### src/rtl/mem_port_arbiter.sv
// mem_port_arbiter: shares one fixed-latency single-port memory between the fetch and data stages.
// Define ARB_ROUND_ROBIN_EN to alternate grants under contention instead of fixed data priority.
module mem_port_arbiter #(
    parameter int ADDRBITS = 16,
    parameter int DBITS    = 16,
    parameter int MEM_LAT  = 2
) (
    input  logic                clk,
    input  logic                rst_n,
    input  logic                i_if_req,
    input  logic [ADDRBITS-1:0] i_if_addr,
    output logic                o_if_ack,
    output logic [DBITS-1:0]    o_if_rdata,
    input  logic                i_d_req,
    input  logic                i_d_we,
    input  logic [ADDRBITS-1:0] i_d_addr,
    input  logic [DBITS-1:0]    i_d_wdata,
    output logic                o_d_ack,
    output logic [DBITS-1:0]    o_d_rdata,
    output logic                o_mem_en,
    output logic                o_mem_we,
    output logic [ADDRBITS-1:0] o_mem_addr,
    output logic [DBITS-1:0]    o_mem_wdata,
    input  logic [DBITS-1:0]    i_mem_rdata,
    output logic                o_stall_if,
    output logic                o_stall_d
);
    typedef enum logic [1:0] {IDLE, ISSUE, WAIT, RESP} state_t;
    state_t     r_state, w_next;
    logic       r_owner;
    logic       r_we;
    logic [3:0] r_cnt;
    logic       w_any, w_grant_d;

    assign w_any      = i_if_req | i_d_req;
    assign o_stall_if = i_if_req & ~o_if_ack;
    assign o_stall_d  = i_d_req & ~o_d_ack;

`ifdef ARB_ROUND_ROBIN_EN
    logic r_last_d;
    assign w_grant_d = i_d_req & (~i_if_req | ~r_last_d);
    always_ff @(posedge clk or negedge rst_n)
        if (!rst_n) r_last_d <= 1'b1;
        else if (r_state == IDLE && w_any) r_last_d <= w_grant_d;
`else
    assign w_grant_d = i_d_req;
`endif

    always_ff @(posedge clk or negedge rst_n)
        if (!rst_n) r_state <= IDLE;
        else r_state <= w_next;

    always_comb begin
        w_next = r_state;
        case (r_state)
            IDLE:    w_next = w_any ? ISSUE : IDLE;
            ISSUE:   w_next = WAIT;
            WAIT:    w_next = r_cnt == 4'd0 ? RESP : WAIT;
            default: w_next = IDLE;
        endcase
    end

    always_ff @(posedge clk or negedge rst_n) begin
        if (!rst_n) begin
            r_owner     <= 1'b0;
            r_we        <= 1'b0;
            r_cnt       <= 4'd0;
            o_mem_en    <= 1'b0;
            o_mem_we    <= 1'b0;
            o_mem_addr  <= '0;
            o_mem_wdata <= '0;
            o_if_ack    <= 1'b0;
            o_d_ack     <= 1'b0;
            o_if_rdata  <= '0;
            o_d_rdata   <= '0;
        end else begin
            o_mem_en <= 1'b0;
            o_mem_we <= 1'b0;
            o_if_ack <= 1'b0;
            o_d_ack  <= 1'b0;
            case (r_state)
                IDLE: if (w_any) begin
                    r_owner     <= w_grant_d;
                    r_we        <= w_grant_d & i_d_we;
                    o_mem_en    <= 1'b1;
                    o_mem_we    <= w_grant_d & i_d_we;
                    o_mem_addr  <= w_grant_d ? i_d_addr : i_if_addr;
                    o_mem_wdata <= w_grant_d ? i_d_wdata : o_mem_wdata;
                end
                ISSUE: r_cnt <= 4'(MEM_LAT - 1);
                WAIT: if (r_cnt == 4'd0) begin
                    // stores complete at the same latency but leave the load register untouched
                    if (r_owner & ~r_we) o_d_rdata <= i_mem_rdata;
                    if (~r_owner) o_if_rdata <= i_mem_rdata;
                    o_if_ack <= ~r_owner;
                    o_d_ack  <= r_owner;
                end else r_cnt <= r_cnt - 4'd1;
                default: ;
            endcase
        end
    end
endmodule

### config.mk
export PLATFORM = sky130hd
export DESIGN_NAME = mem_port_arbiter
export DESIGN_NICKNAME = d
export VERILOG_FILES = /design/src/rtl/mem_port_arbiter.sv
export SDC_FILE = /design/constraint.sdc
export NUM_CORES = 1
export LEC_CHECK = 0
export ABC_CLOCK_PERIOD_IN_PS = 1800
export CAP_MARGIN = 20
export CORE_MARGIN = 8
export CORE_UTILIZATION = 38
export DETAILED_ROUTE_END_ITERATION = 6
export GPL_TIMING_DRIVEN = 0
export PLACE_DENSITY = 0.78
export REMOVE_ABC_BUFFERS = 1
export SKIP_CTS_REPAIR_TIMING = 1
export SLEW_MARGIN = 20
export SYNTH_ARGS = -nofsm -noshare
export SYNTH_HDL_FRONTEND = slang
export SYNTH_SLANG_ARGS = --single-unit
### constraint.sdc
create_clock -name clk -period 1.8 [get_ports clk]
set_clock_uncertainty 0.1 [all_clocks]
set_input_delay 0.27 -clock clk [delete_from_list [all_inputs] [get_ports clk]]
set_output_delay 0.27 -clock clk [all_outputs]
set_load 0.01 [all_outputs]
# After elaboration in Yosys (flattened, before gate mapping)
# Cells that the tools add are included.
[classes]
muxes = 14
addsub = 1
reduce_logical = 8
eq_ne = 3
bitwise = 9
[op_table]
columns = ["operator", "count"]
rows = [
  ["two-way mux 16 bit", 1],
  ["two-way mux 1 bit", 10],
  ["AND reduction 3 bit", 3],
  ["one-hot mux 4 bit (2 select lines)", 1],
  ["one-hot mux 2 bit (3 select lines)", 1],
  ["AND 1 bit", 4],
  ["zero test 4 bit", 1],
  ["two-way mux 4 bit", 1],
  ["inverter 1 bit", 4],
  ["AND reduction 2 bit", 2],
  ["subtractor 4 x 1 -> 4 bit (second input constant)", 1],
  ["equality test 2 x 1 -> 1 bit (second input constant)", 1],
  ["equality test 2 bit (second input constant)", 1],
  ["zero test 2 bit", 1],
  ["!= test 2 bit (second input constant)", 1],
  ["nonzero test 2 bit", 1],
  ["OR 1 bit", 1],
]
[word_totals]
register_bits = 76
wordCells = 47
input_bits = 69
out_inout_bits = 70

# Longest topological paths before layout
# Gate-level depths: netlist (run 1).
[logic_depth]
depth_word = 3
ltp_mapped = 8
mapped_depth_nobuf = 5

# Worst setup path after synthesis (run 1)
# No wires, ideal clock.
[synth_timing]
kind = "register -> register"
start = "register r_cnt[0]"
end = "register o_d_rdata[10]"
setup_ps = 125
required_time_ps = 1575
path_slack_ps = -187
path_stages_with_launch = 8
synth_period_minus_slack_ps = 1987
arrival_time_ps = 1762
path_buffers = 2
cell_sequence = "dfrtp_1 > inv_1 > ha_1 > nand4bb_4 > or3b_1 > buf_6 > buf_12 > mux2_4"
[synth_between]
elab_chain_cells = 2
[synth_rtl]
columns = ["element", "line", "source"]
rows = [
  ["from (decl)", "32", "logic [3:0] r_cnt;"],
  ["from (signal assigned)", "90", "ISSUE: r_cnt <= 4'(MEM_LAT - 1);"],
  ["from (signal assigned)", "97", "end else r_cnt <= r_cnt - 4'd1;"],
  ["zero test 4 bit", "91", "WAIT: if (r_cnt == 4'd0) begin"],
  ["AND reduction 3 bit (no source line)", "--", ""],
  ["to (signal assigned)", "93", "if (r_owner & ~r_we) o_d_rdata <= i_mem_rdata;"],
  ["to (decl)", "19", "output logic [DBITS-1:0] o_d_rdata,"],
]
# Every way passes these cells.
# A chain may end at the register's enable or synchronous reset.

# Worst setup path in the final report (run 1)
[layout_timing]
start = "register r_cnt[1]"
end = "register o_d_rdata[12]"
# Same word-level chain as after synthesis.

==> out/metrics.yaml, run 1 <==
dr_total_vias: 2316
status: "finished with violations"
clock-sinks: 76
grt_usage_pct: 13.9
worst-slew-pin-transition_ps: 608
initial_core_util_pct: 38.8
fillers: 660
dieArea_um2: 11500
place_inst: 460
routabilityCongestion: 0.741
drc: 0
violations: "negative setup slack"
die_y_um: 107
grt_pass1_vias: 2414
worstSetupPathType: "flip-flop to flip-flop"
timing.final.ws_setup_ps: -98.8
die_w_um: 107
hpwl_mm: 6.06
firstDrtPassIters: 3
min_path_type: "input pin to async pin"
ys_ff_latch: 76
final_cells: 486
gr-total-overflow: 0
min_period_ps: 1900
yosysUniqueCellTypes: 32
relSlewSlack_pct: 59.5
antenna_found_initial: 0
cts_made_buffers: 9
clk_latency_ps: 330
core_um2: 8130
grt_pass1_wl_mm: 12.6
numPortBuffers: 138
finalSetupTns_ps: -1180
grt_max_degree: 43
hold_ws_ps: 315
drtIter0Drc: 53
endpoint_kind: "flip-flop"
rsz0062_at_grt: "yes"
nets: 450
cts_buffer_depth: 2
viasPerCell: 4.77
cp_data_arrival_time_ps: 2020
rows: 33
syn_area_um2: 3150
setup-violations-final: 32
cp-start-kind: "flip-flop"
tritoncts: "built"
crit_path_max_fanout: 8
ant_nets: 0
synth-seq-area-share_pct: 60.3
cts-root-buf: "clkbuf_8"
wl_mm: 8.14
diodes: 0
cap_violations: 0
finalMaxSlewViolations: 0
netlist_instances: 225
cts.clk_slew.worst_paths_ps: 90
pin_count: 139
final_util_pct: 61.5
power_density_nw_per_um2: 1660
hold_viol_final: 0
wire_per_inst_um: 16.8
required_ps: 1920
max_freq_mhz: 527
area_growth_syn_to_layout_pct: 58.5
ir_drop_uv: 699
yosysWarnings: 0
drive_above_1_share_pct: 23.6
synth_area_per_cell_um2: 14.0
p_total_mw: 8.30
fin_crit_sh_pct: 105
p_leak_nw: 2.19
htreeDepth: 3
-- logic make-up after synthesis --
family | after synthesis | synth area share (%)
adders and majority gates | 5 | 1.98
muxes | 64 | 23.4
AOI/OAI and AO/OA | 26 | 4.76
and+or+nand+nor | 37 | 6.51
DFF | 76 | 60.3
buffers and inverters | 17 | 3.05
-- state kept, by name, summed over array words and instances (netlist names) --
| signal | flops |
|---|---|
| o_d_rdata | 16 |
| o_if_rdata | 16 |
| o_mem_addr | 16 |
| o_mem_wdata | 16 |
| r_cnt | 4 |
| r_state | 2 |
| o_d_ack | 1 |
| o_if_ack | 1 |
| o_mem_en | 1 |
| o_mem_we | 1 |
| r_owner | 1 |
| r_we | 1 |
-- critical path, cell delays in order, from the launching register on --
cell       delay (ps)
dfrtp_1           420
inv_2             100
ha_4              160
nand4bb_4         140
or3b_4            530
mux2_4            330
-- final timing paths --
| path | slack (ps) | start | to | cells after the start |
|---|---|---|---|---|
| max | -100 | r_cnt[1] | o_d_rdata[12] | 5 |
| min | 320 | rst_n | o_d_rdata[15] | 2 |
| max reg2reg | -100 | r_cnt[1] | o_d_rdata[12] | 5 |
| min reg2reg | 380 | o_mem_addr[10] | o_mem_addr[10] | 2 |
| max in group asynchronous | 680 | rst_n | r_owner | 3 |
| min in group clk | 380 | i_d_req | o_mem_we | 2 |
-- stage by stage --
stage / area (um2) / setup WS (ps)
after floorplan: 3080 / -336
after global placement: 4600 / -2310
after detailed placement: 4630 / -1200
after CTS: 4870 / -833
after global routing: 5000 / -151
final: 5000 / -98.8
-- layout by cell type (no fill, tap or decap), types with 2 or more instances in the layout --
master and instances:
dlymetal6s2s_1 2, inv_2 3, ha_4 2, dfrtp_1 76
nor2b_1 4, buf_4 8, inv_1 4, clkdlybuf4s50_1 134
buf_12 2, mux2i_1 16, mux2_2 38, ha_1 2
o21ai_0 18, and3_1 2, or3b_4 2, bufinv_16 2
nand2_1 21, clkbuf_8 11, mux2_4 10
-- layout make-up --
cell class / instances / area (um2) / share of cell area [%]
flip-flops and latches: 76 / 1900 / 38.0
clock buffers: 11 / 151 / 3.03
multi-input cells: 133 / 1210 / 24.2
inverters: 7 / 26.3 / 0.526
repair buffers: 149 / 1500 / 30.0
clock inverters: 5 / 81.3 / 1.63
well taps: 105 / 131 / 2.63
-- per-layer routing --
metal  vias up  GRT usage [%]  wire, um
met1      1143           16.3      3420
met3         9           4.98       613
li1       1090              -         -
met4         0           4.52        87
met5         -              0         0
met2        74           22.9      4020
-- synth_stat cells --
master / n / share of area (%)
a2111oi_0: 1 / 0.28
a21o_1: 1 / 0.24
a21oi_1: 1 / 0.16
a311o_1: 1 / 0.32
a311oi_1: 1 / 0.28
a31oi_1: 1 / 0.20
and3_1: 2 / 0.40
and4b_2: 1 / 0.36
buf_12: 1 / 0.63
buf_2: 4 / 0.63
buf_4: 1 / 0.24
buf_6: 1 / 0.36
clkbuf_1: 3 / 0.36
dfrtp_1: 76 / 60
ha_1: 5 / 2.0
inv_1: 7 / 0.83
mux2_2: 38 / 14
mux2_4: 10 / 4.8
mux2i_1: 16 / 5.1
nand2_1: 22 / 2.6
nand3b_1: 1 / 0.24
nand4bb_4: 1 / 0.87
nor2_1: 1 / 0.12
nor2_2: 1 / 0.20
nor2b_1: 4 / 0.79
nor3_1: 1 / 0.16
nor3b_1: 1 / 0.24
o21ai_0: 18 / 2.9
o21ai_1: 1 / 0.16
o221ai_1: 1 / 0.28
or3_2: 1 / 0.24
or3b_1: 1 / 0.28
-- report_power, final --
part / total, mW / switching [mW] / internal (mW)
clock: 1.49 / 0.630 / 0.860
sequential: 2.98 / 0.446 / 2.53
combinational: 3.83 / 1.49 / 2.34
total: 8.30 / 2.56 / 5.73
(Power assumes the default switching activity.)
==> inputs of run 2 (changes only) <==
Settings changed: ABC_CLOCK_PERIOD_IN_PS 1800 to default, CORE_UTILIZATION 38 to 39, CTS_BUF_LIST from default to sky130_fd_sc_hd__clkbuf_8, PLACE_DENSITY 0.78 to 0.79, REMOVE_ABC_BUFFERS 1 to default.
==> run 2 against run 1 <==
  * The flow still finishes with violations (negative setup slack)
  * Cell count up 2.1%
  * Flip-flop and latch count unchanged
  * Worst hold slack worse by 69 ps
  * Final area up 3.1%
  * Register-to-register slack worse by 180 ps
  * Critical path depth up 3
  * Sequential power about the same
==> out/metrics.yaml, run 2 (synthesized netlist as in run 1, its figures left out) <==
cts_buffer_depth: 2
cts.clk_slew.worst_paths_ps: 80
max_freq_mhz: 481
viasPerCell: 4.76
final_util_pct: 64.3
status: "finished with violations"
htreeDepth: 3
setup-violations-final: 16
min_path_type: "input pin to flip-flop"
ir_drop_uv: 870
antenna_found_initial: 0
die_w_um: 106
cts-root-buf: "clkbuf_8"
power_density_nw_per_um2: 1610
tritoncts: "built"
syn_nets: 299
crit_slowest_cell: "or3b_1"
violations: "negative setup slack"
grt_usage_pct: 14.3
drc: 0
critPathTopFamily: "simple AND/OR/NAND/NOR gates"
grt_max_degree: 46
clock-sinks: 76
cp_data_arrival_time_ps: 2200
hold_viol_final: 0
cpPeakStageDelay_ps: 410
clk_latency_ps: 330
timing.final.ws_setup_ps: -277
finalMaxSlewViolations: 0
core_um2: 8010
worstSetupPathType: "flip-flop to flip-flop"
dieArea_um2: 11200
cts_made_buffers: 9
final_cell_mix: "134 x clkdlybuf4s50_1, 76 x dfrtp_1, 26 x mux2_4"
fin_crit_sh_pct: 115
final_common_cell: "clkdlybuf4s50_1"
min_period_ps: 2080
critPathBufInv: 4
endpoint_kind: "flip-flop"
initial_core_util_pct: 39.4
cap_violations: 0
hpwl_mm: 6.32
p_total_mw: 8.31
ant_nets: 0
required_ps: 1920
path_cells: "inv_2 > ha_4 > buf_6 > nand4bb_4 > or3b_1 > buf_6 > clkbuf_16 > mux2_4"
relSlewSlack_pct: 61.3
p_leak_nw: 2.32
diodes: 0
worst-slew-pin-transition_ps: 581
numPortBuffers: 138
pin_count: 139
gr-total-overflow: 0
rsz0062_at_grt: "yes"
routabilityCongestion: 0.784
wl_mm: 8.54
grt_pass1_vias: 2575
rows: 33
crit_path_max_fanout: 5
cp-start-kind: "flip-flop"
cpMostUsedCell: "buf_6"
drive_above_1_share_pct: 25.1
die_y_um: 106
wire_per_inst_um: 17.2
nets: 462
firstDrtPassIters: 4
area_growth_syn_to_layout_pct: 63.3
drtIter0Drc: 41
grt_pass1_wl_mm: 13.0
dr_total_vias: 2363
-- run 2: final timing paths --
kind	end	slack, ps	start	depth (start not counted)
setup / recovery	o_d_rdata[15]	-280	r_state[0]	8
hold / removal	r_owner	250	i_if_req	4
setup reg to reg	o_d_rdata[15]	-280	r_state[0]	8
hold reg to reg	r_we	380	r_we	1
max in group asynchronous	r_we	650	rst_n	3
min in group asynchronous	o_if_rdata[3]	370	rst_n	2
-- run 2: layout make-up --
type / instances / area (um2)
Fill cell: 609 / 2860
Sequential cell: 76 / 1900
Timing Repair Buffer: 152 / 1550
Multi-Input combinational cell: 132 / 1270
Tap cell: 105 / 131
Clock buffer: 9 / 124
Buffer: 10 / 103
Clock inverter: 5 / 47.5
Inverter: 7 / 26.3
-- run 2: per-layer routing --
layer  global-route usage (%)  wire, um  up-vias
met5                        0         0        -
met4                     4.22        72        0
met3                     7.32       915       10
met2                     22.9      4070       94
met1                     16.3      3480     1147
li1                         -         -     1112
-- run 2: per-stage QoR --
| stage | instance area (um2) | hold WS (ps) | std cells | setup WS (ps) | setup TNS, ps |
|---|---|---|---|---|---|
| 6_report | 5150 | 246 | 496 | -277 | -3760 |
| 5_1_grt | 5150 | 255 | 496 | -320 | -5130 |
| 4_1_cts | 4860 | -153 | 483 | -699 | -9660 |
| 3_5_place_dp | 4690 | 208 | 469 | -690 | -16740 |
| 3_3_place_gp | 4670 | 360 | 468 | -2260 | -185920 |
| 2_1_floorplan | 3160 | -126 | 225 | -174 | -2650 |
-- run 2: report_power, final --
part	leakage, nW	switching, mW	internal, mW
sequential	0.912	0.459	2.53
combinational	1.31	1.59	2.54
clock	0.0973	0.574	0.611
total	2.32	2.62	5.69
-- run 2: worst min-delay path: cells and delay by family --
family                 cells  cell delay (ps)
and+or+nand+nor            3              200
buffers and inverters      1              180
==> inputs of run 3 (changes only) <==
Settings changed: CORE_ASPECT_RATIO from default to 1.1.
==> run 3 against run 2 <==
  * The run still ends with negative setup slack left
  * Worst setup slack improved by 45 ps
  * Global-route usage rose by 0.28 points
  * Clock power rose by 13%
  * First-iteration DRC count rose by 78%
  * Cell count rose by 0.40%
  * Via count is 1.6% higher
  * Clock-buffer cell count rose by 2
  * Fmax is 2.2% higher
  * Largest cell class unchanged
  * Utilization up 1.4 points
  * Combinational power down 2%
  * Critical path type unchanged
  * Highest routed layer unchanged
  * Die area hardly changed
==> out/metrics.yaml, run 3 (synthesized netlist as in run 1, its figures left out) <==
drive_above_1_share_pct: 24.6
timing.final.ws_setup_ps: -232
cts.clk_slew.worst_paths_ps: 80
clk_latency_ps: 340
cts_made_buffers: 9
power_density_nw_per_um2: 1620
endpoint_kind: "flip-flop"
hold_viol_final: 0
drtIter0Drc: 73
crit_path_max_fanout: 6
min_path_type: "input pin to async pin"
wl_mm: 8.60
cap_violations: 0
hpwl_mm: 6.43
initial_core_util_pct: 40.1
pin_count: 139
rsz0062_at_grt: "yes"
viasPerCell: 4.82
ant_nets: 0
final_common_cell: "clkdlybuf4s50_1"
dr_total_vias: 2400
final_util_pct: 65.7
crit_slowest_cell: "or3b_4"
clock-sinks: 76
diodes: 0
p_leak_nw: 2.31
fillers: 579
worst-slew-pin-transition_ps: 535
syn_nets: 299
die_w_um: 102
cts_buffer_depth: 2
cts-root-buf: "clkbuf_8"
ir_drop_uv: 838
status: "finished with violations"
path_cells: "inv_2 > ha_4 > buf_6 > nand4bb_4 > or3b_4 > clkbuf_16 > mux2_4"
htreeDepth: 3
grt_pass1_vias: 2510
dieArea_um2: 11200
die_y_um: 110
area_growth_syn_to_layout_pct: 63.9
worstSetupPathType: "flip-flop to flip-flop"
fin_crit_sh_pct: 113
min_period_ps: 2030
grt_usage_pct: 14.5
grt_max_degree: 45
gr-total-overflow: 0
cp_data_arrival_time_ps: 2160
finalSetupTns_ps: -3260
cp-start-kind: "flip-flop"
routabilityCongestion: 0.738
rows: 34
cpPeakStageDelay_ps: 490
violations: "negative setup slack"
firstDrtPassIters: 6
relSlewSlack_pct: 64.2
drc: 0
finalMaxSlewViolations: 0
setup-violations-final: 20
required_ps: 1930
numPortBuffers: 138
tritoncts: "built"
nets: 459
grt_pass1_wl_mm: 12.5
final_cell_mix: "134 x clkdlybuf4s50_1, 76 x dfrtp_1, 26 x mux2_4"
antenna_found_initial: 0
wire_per_inst_um: 17.3
core_um2: 7870
max_freq_mhz: 492
run 3: worst paths after layout:
path                                  from       endpoint  slack [ps]  cells past startpoint
min in group clk                   i_d_req  o_mem_addr[6]         320                      3
worst max-delay path            r_state[0]  o_d_rdata[12]        -230                      7
worst max register to register  r_state[0]  o_d_rdata[12]        -230                      7
worst min register to register        r_we           r_we         380                      1
max in group asynchronous            rst_n  o_if_rdata[1]         710                      3
worst min-delay path                 rst_n  o_mem_addr[2]         320                      2
run 3: final cells by class:
cell class              instances  area (um2)  share of cell area [%]
repair buffers                150        1540                    29.7
clock inverters                 5        58.8                    1.14
clock buffers                  11         151                    2.93
flip-flops and latches         76        1900                    36.8
inverters                       7        26.3                   0.508
well taps                     108         135                    2.61
plain buffers                   9        98.8                    1.91
multi-input cells             132        1260                    24.4
run 3: routing by layer:
metal  part of all wire [%]  track usage [%]
met2                     52             26.1
met3                    7.2             4.08
met1                     40             15.7
met5                      0                0
met4                    1.1             6.18
run 3: worst max-delay path, delay by kind of cell, from the launching register on:
family	cells	cell delay [ps]
muxes	1	290
and+or+nand+nor	2	620
adders and majority gates	1	120
buffers and inverters	3	370
DFF	1	410
run 3: where the power goes:
part / internal, mW / total [mW] / switching, mW
Combinational: 2.49 / 4.03 / 1.54
Sequential: 2.53 / 2.99 / 0.462
Clock: 0.719 / 1.35 / 0.628
Total: 5.74 / 8.37 / 2.63
run 3: stage by stage:
step	hold WS [ps]	cell area, um2	setup slack [ps]	power, mW	std cells
global route	343	5170	-289	8.87	498
global placement	352	4680	-2230	6.64	471
detailed placement	145	4700	-678	6.78	472
CTS	-226	4910	-676	8.13	488
finish	316	5170	-232	8.37	498
floorplan	-126	3160	-174	4.64	225
